`src/rtl/dsp_sram_responder.sv`:
```
// dsp_sram_responder: load/store front end for a single-port synchronous SRAM.
// Stores are posted into a small FIFO write buffer and drained to the SRAM
// when it is free. Loads are forwarded from the buffer when they hit, and
// otherwise read from the SRAM with a two-cycle latency.
module dsp_sram_responder #(
   parameter int DATA_W   = 16,
   parameter int ADDR_W   = 15,
   parameter int WB_DEPTH = 4
) (
   input  logic              clk,
   input  logic              rst_n,
   input  logic              wr_en,
   input  logic [ADDR_W-1:0] wr_addr,
   input  logic [DATA_W-1:0] wr_data,
   output logic              wr_stall,
   input  logic              rd_en,
   input  logic [ADDR_W-1:0] rd_addr,
   output logic              rd_stall,
   output logic [DATA_W-1:0] rd_data,
   output logic              rd_valid,
   output logic              sram_ce_n,
   output logic              sram_we_n,
   output logic [ADDR_W-1:0] sram_addr,
   output logic [DATA_W-1:0] sram_wdata,
   input  logic [DATA_W-1:0] sram_rdata
);

   localparam int PTR_W = $clog2(WB_DEPTH);
   localparam int CNT_W = $clog2(WB_DEPTH) + 1;
   localparam logic [CNT_W-1:0] FULL = CNT_W'(WB_DEPTH);

   typedef enum logic [1:0] {IDLE, RD_WAIT, DRAIN, DRAIN_FORCE} state_t;

   state_t            state, state_n;
   logic [ADDR_W-1:0] wb_addr [WB_DEPTH];
   logic [DATA_W-1:0] wb_data [WB_DEPTH];
   logic [PTR_W-1:0]  wr_ptr, rd_ptr;
   logic [CNT_W-1:0]  count, count_n;
   logic              push, pop, rd_accept, sram_rd, sram_wr;
   logic              fwd_hit;
   logic [DATA_W-1:0] fwd_data;
   logic [ADDR_W-1:0] addr_hold;
   logic [DATA_W-1:0] wdata_hold;

   assign wr_stall  = (count == FULL);
   assign rd_stall  = (state == DRAIN_FORCE) || (state == RD_WAIT);
   assign rd_accept = rd_en && !rd_stall;
   assign push      = wr_en && !wr_stall;

   // Search the buffer oldest to youngest so the youngest match wins; the
   // entry being drained this cycle is still counted and so still forwards.
   always_comb begin
      fwd_hit  = 1'b0;
      fwd_data = '0;
      for (int i = 0; i < WB_DEPTH; i++) begin
         if ((CNT_W'(i) < count) && (wb_addr[rd_ptr + PTR_W'(i)] == rd_addr)) begin
            fwd_hit  = 1'b1;
            fwd_data = wb_data[rd_ptr + PTR_W'(i)];
         end
      end
   end

   // Per-cycle SRAM arbitration and next state: forced drain, then read, then drain.
   always_comb begin
      sram_rd = 1'b0;
      sram_wr = 1'b0;
      case (state)
         RD_WAIT:     ;
         DRAIN_FORCE: sram_wr = 1'b1;
         default: begin
            if (rd_accept && !fwd_hit) sram_rd = 1'b1;
            else if (count != '0)      sram_wr = 1'b1;
         end
      endcase
      // No SRAM strobe may escape while reset is held.
      if (!rst_n) begin
         sram_rd = 1'b0;
         sram_wr = 1'b0;
      end
      pop     = sram_wr;
      count_n = count + CNT_W'(push) - CNT_W'(pop);
      if (sram_rd)              state_n = RD_WAIT;
      else if (count_n == FULL) state_n = DRAIN_FORCE;
      else if (count_n != '0)   state_n = DRAIN;
      else                      state_n = IDLE;
   end

   assign sram_ce_n  = !(sram_rd || sram_wr);
   assign sram_we_n  = !sram_wr;
   assign sram_addr  = sram_rd ? rd_addr : (sram_wr ? wb_addr[rd_ptr] : addr_hold);
   assign sram_wdata = sram_wr ? wb_data[rd_ptr] : wdata_hold;

   // Control state: FSM, occupancy, pointers and the held SRAM bus values.
   always_ff @(posedge clk or negedge rst_n) begin
      if (!rst_n) begin
         state      <= IDLE;
         count      <= '0;
         wr_ptr     <= '0;
         rd_ptr     <= '0;
         addr_hold  <= '0;
         wdata_hold <= '0;
      end else begin
         state      <= state_n;
         count      <= count_n;
         addr_hold  <= sram_addr;
         wdata_hold <= sram_wdata;
         if (push) wr_ptr <= wr_ptr + PTR_W'(1);
         if (pop)  rd_ptr <= rd_ptr + PTR_W'(1);
      end
   end

   // Buffer storage; validity is tracked by count, so the contents need no reset.
   always_ff @(posedge clk) begin
      if (push) begin
         wb_addr[wr_ptr] <= wr_addr;
         wb_data[wr_ptr] <= wr_data;
      end
   end

   // Load return: SRAM capture after RD_WAIT or forwarded data; rd_data holds otherwise.
   always_ff @(posedge clk or negedge rst_n) begin
      if (!rst_n) begin
         rd_valid <= 1'b0;
         rd_data  <= '0;
      end else begin
         rd_valid <= 1'b0;
         if (state == RD_WAIT) begin
            rd_data  <= sram_rdata;
            rd_valid <= 1'b1;
         end else if (rd_accept && fwd_hit) begin
            rd_data  <= fwd_data;
            rd_valid <= 1'b1;
         end
      end
   end

endmodule

```
`config.mk`:
```
export PLATFORM = sky130hd
export DESIGN_NAME = dsp_sram_responder
export DESIGN_NICKNAME = d
export VERILOG_FILES = /design/src/rtl/dsp_sram_responder.sv
export SDC_FILE = /design/constraint.sdc
export NUM_CORES = 1
export LEC_CHECK = 0
export BUFFER_PORTS_ARGS = -buffer_cell sky130_fd_sc_hd__buf_2
export CORE_MARGIN = 4
export CORE_UTILIZATION = 39
export CTS_BUF_LIST = sky130_fd_sc_hd__clkbuf_8
export CTS_CLUSTER_DIAMETER = 80
export DETAILED_ROUTE_END_ITERATION = 16
export PLACE_DENSITY_LB_ADDON = 0.25
export SLEW_MARGIN = 25
export SYNTH_ARGS = -nofsm -noshare
export SYNTH_HDL_FRONTEND = slang
export SYNTH_SLANG_ARGS = --single-unit
```
`constraint.sdc`:
```
create_clock -name clk -period 5.1 [get_ports clk]
set_input_delay 0.255 -clock clk [delete_from_list [all_inputs] [get_ports clk]]
set_output_delay 0.255 -clock clk [all_outputs]
set_load 0.01 [all_outputs]
```
# [Word-level counts from Yosys, hierarchy flattened]
# Memories as Yosys holds them, arrays and structs flattened.
# Index checks and enable logic that the tools add are counted.
[classes] add_sub_neg=6 n_eq_ne=8 n_lt_le_gt_ge=4 muxes=27 reduce_logical=19
[ops] cell="two-way mux 16 bit" count=7
[ops] cell="== test 15 bit" count=4
[ops] cell="two-way mux 15 bit" count=2
[ops] cell="two-way mux 1 bit" count=14
[ops] cell="logical AND 1 bit" count=8
[ops] cell="== test 3 bit, second input constant" count=2
[ops] cell="< comparator 1 x 3 -> 1 bit, first input constant" count=2
[ops] cell="< comparator 2 x 3 -> 1 bit, first input constant" count=2
[ops] cell="two-way mux 2 bit" count=3
[ops] cell="nonzero test 3 bit" count=2
[ops] cell="logical NOT 1 bit" count=5
[ops] cell="adder 2 x 1 -> 2 bit, second input constant" count=2
[ops] cell="adder 2 bit, second input constant" count=2
[ops] cell="adder 3 x 1 -> 3 bit" count=1
[ops] cell="subtractor 3 x 1 -> 3 bit" count=1
[ops] cell="== test 2 x 1 -> 1 bit, second input constant" count=1
[ops] cell="== test 2 bit, second input constant" count=1
[ops] cell="logical OR 1 bit" count=2
[ops] cell="one-hot mux 1 bit (2 select lines)" count=1
[ops] cell="nonzero test 2 bit" count=1
[ops] cell="OR reduction 2 bit" count=1
[totals] reg_bits=57 mem_count=2 out_inout_bits=52 in_bits=66 word_cells=74 ramBits=124
[memory_table] memory="wb_data" depth=4 word_bits=16 read_ports=4 rd_ports_with_merged_regs=0 write_ports=1 line_no="36" source="logic [DATA_W-1:0] wb_data [WB_DEPTH];"
[memory_table] memory="wb_addr" depth=4 word_bits=15 read_ports=4 rd_ports_with_merged_regs=0 write_ports=1 line_no="35" source="logic [ADDR_W-1:0] wb_addr [WB_DEPTH];"

# [Longest topological paths before layout]
# An unclocked memory read counts as a cell.
[logic_depth] word_depth=17 mapped_depth=19 depth_no_buf=15

# [Worst setup path after synthesis]
# OpenSTA, ideal clock, no wires.
[synth_path] path_type="flip-flop to flip-flop" startpoint="register rd_ptr[0]" endpoint="register state[0]" setup_time_ns=0.118 required_ns=4.982 synth_period_minus_slack_ns=3.735 path_stages_with_launch=19 arrival_ns=3.617 n_path_buf=4 setup_slack_ns=1.365 path_cell_list="dfrtp_1 buf_6 buf_12 mux4_1 xor2_1 nor4_1 and4_1 and3_1 clkbuf_1 nor4_2 a21oi_2 buf_4 ha_1 inv_1 ha_1 fa_1 xor2_1 inv_1 a21o_1"
[synth_between] elab_chain_cells=16 word_cells_on_any_way=28 cone_classes="4 x add/sub; 5 x eq/ne; 12 x mux; 6 x reduce/logical; 1 x memory"
[synth_lines] item="start: declaration" line_no="37" source="logic [PTR_W-1:0] wr_ptr, rd_ptr;"
[synth_lines] item="start signal: assignment" line_no="108" source="if (pop) rd_ptr <= rd_ptr + PTR_W'(1);"
[synth_lines] item="adder 2 x 1 -> 2 bit / memory (4 x 15 bit) (equally long branches)"
[synth_lines] item="memory (4 x 15 bit) (*)"
[synth_lines] item="== test 15 bit / logical AND 1 bit (equally long branches)" line_no="56" source="if ((CNT_W'(i) < count) && (wb_addr[rd_ptr + PTR_W'(i)] == rd_addr)) begin"
[synth_lines] item="logical AND 1 bit / two-way mux 1 bit (equally long branches)" line_no="56"
[synth_lines] item="two-way mux 1 bit (2 in series)" line_no="56"
[synth_lines] item="two-way mux 1 bit (*)" line_no="56"
[synth_lines] item="logical NOT 1 bit (*)" line_no="71" source="if (rd_accept && !fwd_hit) sram_rd = 1'b1;"
[synth_lines] item="logical AND 1 bit (*)" line_no="71"
[synth_lines] item="two-way mux 1 bit (*)" line_no="71"
[synth_lines] item="one-hot mux 1 bit (2 select lines) (*)" line_no="67" source="case (state)"
[synth_lines] item="two-way mux 1 bit (*)" line_no="76" source="if (!rst_n) begin"
[synth_lines] item="subtractor 3 x 1 -> 3 bit (*)" line_no="81" source="count_n = count + CNT_W'(push) - CNT_W'(pop);"
[synth_lines] item="named net count_n[2]" line_no="38" source="logic [CNT_W-1:0] count, count_n;"
[synth_lines] item="== test 3 bit (*)" line_no="83" source="else if (count_n == FULL) state_n = DRAIN_FORCE;"
[synth_lines] item="two-way mux 2 bit (*)" line_no="83"
[synth_lines] item="two-way mux 2 bit (*)" line_no="82" source="if (sram_rd) state_n = RD_WAIT;"
[synth_lines] item="named net state_n[0]" line_no="34" source="state_t state, state_n;"
[synth_lines] item="end signal: assignment" line_no="103" source="state <= state_n;"
[synth_lines] item="end: declaration" line_no="34"
# Mark *: on every way through the listed nets, which the timed path passes. The rest lies on a longest branch.
# A chain may end at the register's enable or synchronous reset.

# [Final worst setup path]
[layout_path] startpoint="register rd_ptr[1]" endpoint="output port sram_addr[11]"
[layout_between] elab_chain_cells=14 word_cells_on_any_way=26 cone_classes="3 x add/sub; 4 x eq/ne; 12 x mux; 6 x reduce/logical; 1 x memory"
[layout_lines] item="adder 2 x 1 -> 2 bit / memory (4 x 15 bit) (equally long branches)"
[layout_lines] item="memory (4 x 15 bit) (*)"
[layout_lines] item="== test 15 bit / logical AND 1 bit (equally long branches)" line_no="56"
[layout_lines] item="logical AND 1 bit / two-way mux 1 bit (equally long branches)" line_no="56"
[layout_lines] item="two-way mux 1 bit (3 in series)" line_no="56"
[layout_lines] item="logical NOT 1 bit" line_no="71"
[layout_lines] item="logical AND 1 bit" line_no="71"
[layout_lines] item="two-way mux 1 bit" line_no="71"
[layout_lines] item="one-hot mux 1 bit (2 select lines)" line_no="67"
[layout_lines] item="two-way mux 1 bit" line_no="76"
[layout_lines] item="two-way mux 15 bit" line_no="90" source="assign sram_addr = sram_rd ? rd_addr : (sram_wr ? wb_addr[rd_ptr] : addr_hold);"
[layout_lines] item="two-way mux 15 bit (*)" line_no="90"
[layout_lines] item="end: declaration" line_no="23" source="output logic [ADDR_W-1:0] sram_addr,"
# Mark *: on every way between the ends. The rest lies on a longest branch, timed or not.

==> metrics.yaml <==
worstSetupEndpointType: "primary output"
antenna_found_initial: 3
routedWlPerCell_microns: 22.17
row_count: 61
netlist_top_cells_count: "mux2i_1, edfxtp_1, a21oi_1"
fp.dieH_microns: 176.3
netlist_area_sq_um: 11040
worstSetupPathType: "reg2out"
slew_violations: 0
via_per_inst: 5.775
die-area_sq_um: 31070
crit_fanout: 16
cts.clk_slew.worst_paths_ns: 0.12
cts_inserted_buffers: 17
synth.area.top_cells: "edfxtp_1, dfrtp_1, mux2i_1"
synth-seq-cells: 181
chipWidth_microns: 176.3
first_global_vias: 7911
start_util_pct: 39.64
cp-start-kind: "register"
grt_overflow: 0
dp_hpwl_microns: 22750
netlist_instances: 946
vias: 8334
track_usage_pct: 20.25
cpMostUsedCell: "buf_4"
ir_drop_mv: 0.2328
drt-initial-drc-count: 684
fin_crit_ns: 4.782
rsz0062_at_grt: "false"
syn_area_per_cell_sq_um: 11.67
finalSetupViolCount: 0
routed_wl_microns: 32000
drc: 0
drtAntennaViolNets: 0
clk_path_buf_depth: 2
worst_slew_pin_slew_ns: 0.8124
cts.sinks: 181
ys_warn_count: 0
violations: "negative hold slack"
gp_congestion: 0.9625
status: "complete, but fails checks"
synthFlopType: "edfxtp_1"
synth.net_count: 1021
p_per_area_nw_per_um2: 552.9
max_freq_mhz: 209.1
grt_pass1_wl_microns: 48760
clock_latency_ns: 0.48
nets: 1126
drive_above_1_share_pct: 22.56
cp_cell_sequence: "buf_4 -> mux2i_1 -> xnor2_1 -> nor4_1 -> nand4_1 -> a2111oi_4 -> buf_4 -> or4_1 -> buf_4 -> nor2_1 -> a221oi_1 -> buf_2"
synth_top_area_share_pct: 33.72
drt_pass1_iterations: 6
cp_slowest_cell: "dfrtp_4"
clockRootBuffer: "clkbuf_8"
finalCritPeriodShare_pct: 93.76
yosysSeqAreaShare_pct: 46.63
critPathRequiredTime_ns: 4.85
synth_most_common_cell: "mux2i_1"
hold_ws_ns: -0.01178
critPathMaxStageDelay_ns: 0.58
holdCritPathClass: "in2async"
utilization_pct: 45.29
fin_skew_ns: 0.01778
max_cap_violations: 0
area_growth_pct: 14.24
io_buffer_count: 117
fin_setup_tns_ns: 0
synth_edf_count: 124
grt_max_degree: 60
io_pins: 118
synth_cell_types: 74
cts_tree: "built"
htree_levels: 4
cp.arrival_ns: 4.53
finalHoldViolCount: 3
yosys.area.top_type: "edfxtp_1"
relSlewSlack_pct: 45.73
async_flop_share_pct: 31.49
core-area_sq_um: 27860
p_leak_nw: 4.831
-- worst max-delay path: cells and delay by family (launching register included) --
kind | cells | cell delay, ns
compound gates | 2 | 0.94
xor+xnor | 1 | 0.18
buf+inv | 4 | 1.07
flops | 1 | 0.58
mux | 1 | 0.41
simple gates | 4 | 0.84
-- registers in the layout (all words and copies together) (netlist names) --
register	count
wdata_hold	16
count	3
rd_data	16
rd_ptr	2
addr_hold	15
state	2
wb_addr	60
rd_valid	1
wr_ptr	2
wb_data	64
-- where the power goes --
group | total [mW] | internal [mW] | switching, mW | leakage [nW]
sequential | 2.28 | 2.03 | 0.250 | 1.80
combinational | 3.68 | 1.50 | 2.18 | 2.82
clock | 1.02 | 0.418 | 0.599 | 0.208
-- path summary, 6_finish.rpt --
| check | depth (start not counted) | start | slack [ns] | endpoint |
|---|---|---|---|---|
| max in group asynchronous | 2 | rst_n | 4.52 | rd_ptr[0]$_DFFE_PN0N_ |
| worst min-delay path | 2 | rst_n | -0.01 | rd_data[10]$_DFFE_PN0P_ |
| worst min register to register | 1 | wdata_hold[13]$_DFF_PN0_ | 0.50 | wdata_hold[13]$_DFF_PN0_ |
| worst max register to register | 14 | rd_ptr[1]$_DFFE_PN0N_ | 0.96 | state[1]$_DFF_PN0_ |
| min in group clk | 1 | wr_addr[13] | 0.03 | wb_addr[1][13]$_DFFE_PP_ |
| worst max-delay path | 12 | rd_ptr[1]$_DFFE_PN0N_ | 0.32 | sram_addr[11] |
-- cells in the final DEF (no fill, tap or decap), types with 4 or more instances in the layout --
cell           instances
dfrtp_1               55
dlygate4sd3_1         27
a311o_1                6
buf_4                 33
nand3_1               35
or4_1                  7
inv_8                  5
nor3_1                14
o22ai_1                7
ha_1                   8
nand2b_1               5
a21oi_1               58
o21a_1                 9
o211ai_1               4
and2_1                25
o311ai_0               8
mux2_2                25
a31oi_1               16
mux4_1                 8
buf_2                117
a211oi_2               9
a211oi_1              26
nor4_1                12
inv_1                 16
clkinv_4               4
xnor2_1               41
clkbuf_8              17
xor2_1                19
a22oi_1               19
nor2_1                20
mux4_2                 8
and3_1                 8
o31ai_1               19
edfxtp_1             124
nand2_1               33
mux2i_1              130
mux2_1                 6
o21ai_0               13
-- what timing repair did --
action / 4_1_cts / 5_1_grt
buffers inserted: 0 / 2
gates resized for setup: 0 / 3
endpoints found under the hold margin: 108 / 0
hold buffers: 27 / 0
endpoints found under the setup margin: 0 / 14
-- per-layer routing --
metal	up-vias	share of wire [%]	track usage, %
met1	4086	49	32.37
li1	3861	-	-
met3	37	7.7	3.876
met2	344	41	27.86
met4	6	1.6	5.068
met5	-	0.23	1.122
-- metrics by stage --
| stage | hold WS [ns] | cells | instance area, sq um | setup slack [ns] | total power [mW] |
|---|---|---|---|---|---|
| global route | 0.009192 | 1443 | 12620 | 0.08450 | 7.384 |
| CTS | 0.004201 | 1440 | 12580 | 0.1217 | 6.938 |
| global placement | 0.4696 | 1381 | 11890 | 0.7730 | 5.869 |
| floorplan | -0.04059 | 946 | 11040 | 1.365 | 4.882 |
| detailed placement | 0.4695 | 1381 | 11890 | 0.6743 | 5.887 |
| finish | -0.01178 | 1443 | 12620 | 0.3182 | 6.975 |
-- layout make-up --
cell class              count  area, sq um
flip-flops and latches    181         5157
multi-input cells         655         5373
inverters                  17        63.81
repair buffers            179         1126
well taps                 378        473.0
fillers                  2580        15240
clock buffers              17        234.0
clock inverters            15        186.4
diodes                      1        2.502
-- kinds of logic after synthesis --
group,Yosys count,synth area share (%)
XOR/XNOR,60,4.759
multiplexers,178,18.57
AND/OR/NAND/NOR,179,8.872
flip-flops,181,46.63
adder cells (fa/ha/maj),9,1.088
AO/OA/AOI/OAI,229,15.18
buffers and inverters,110,4.895
No activity file was read; power rests on OpenSTA's default activity.
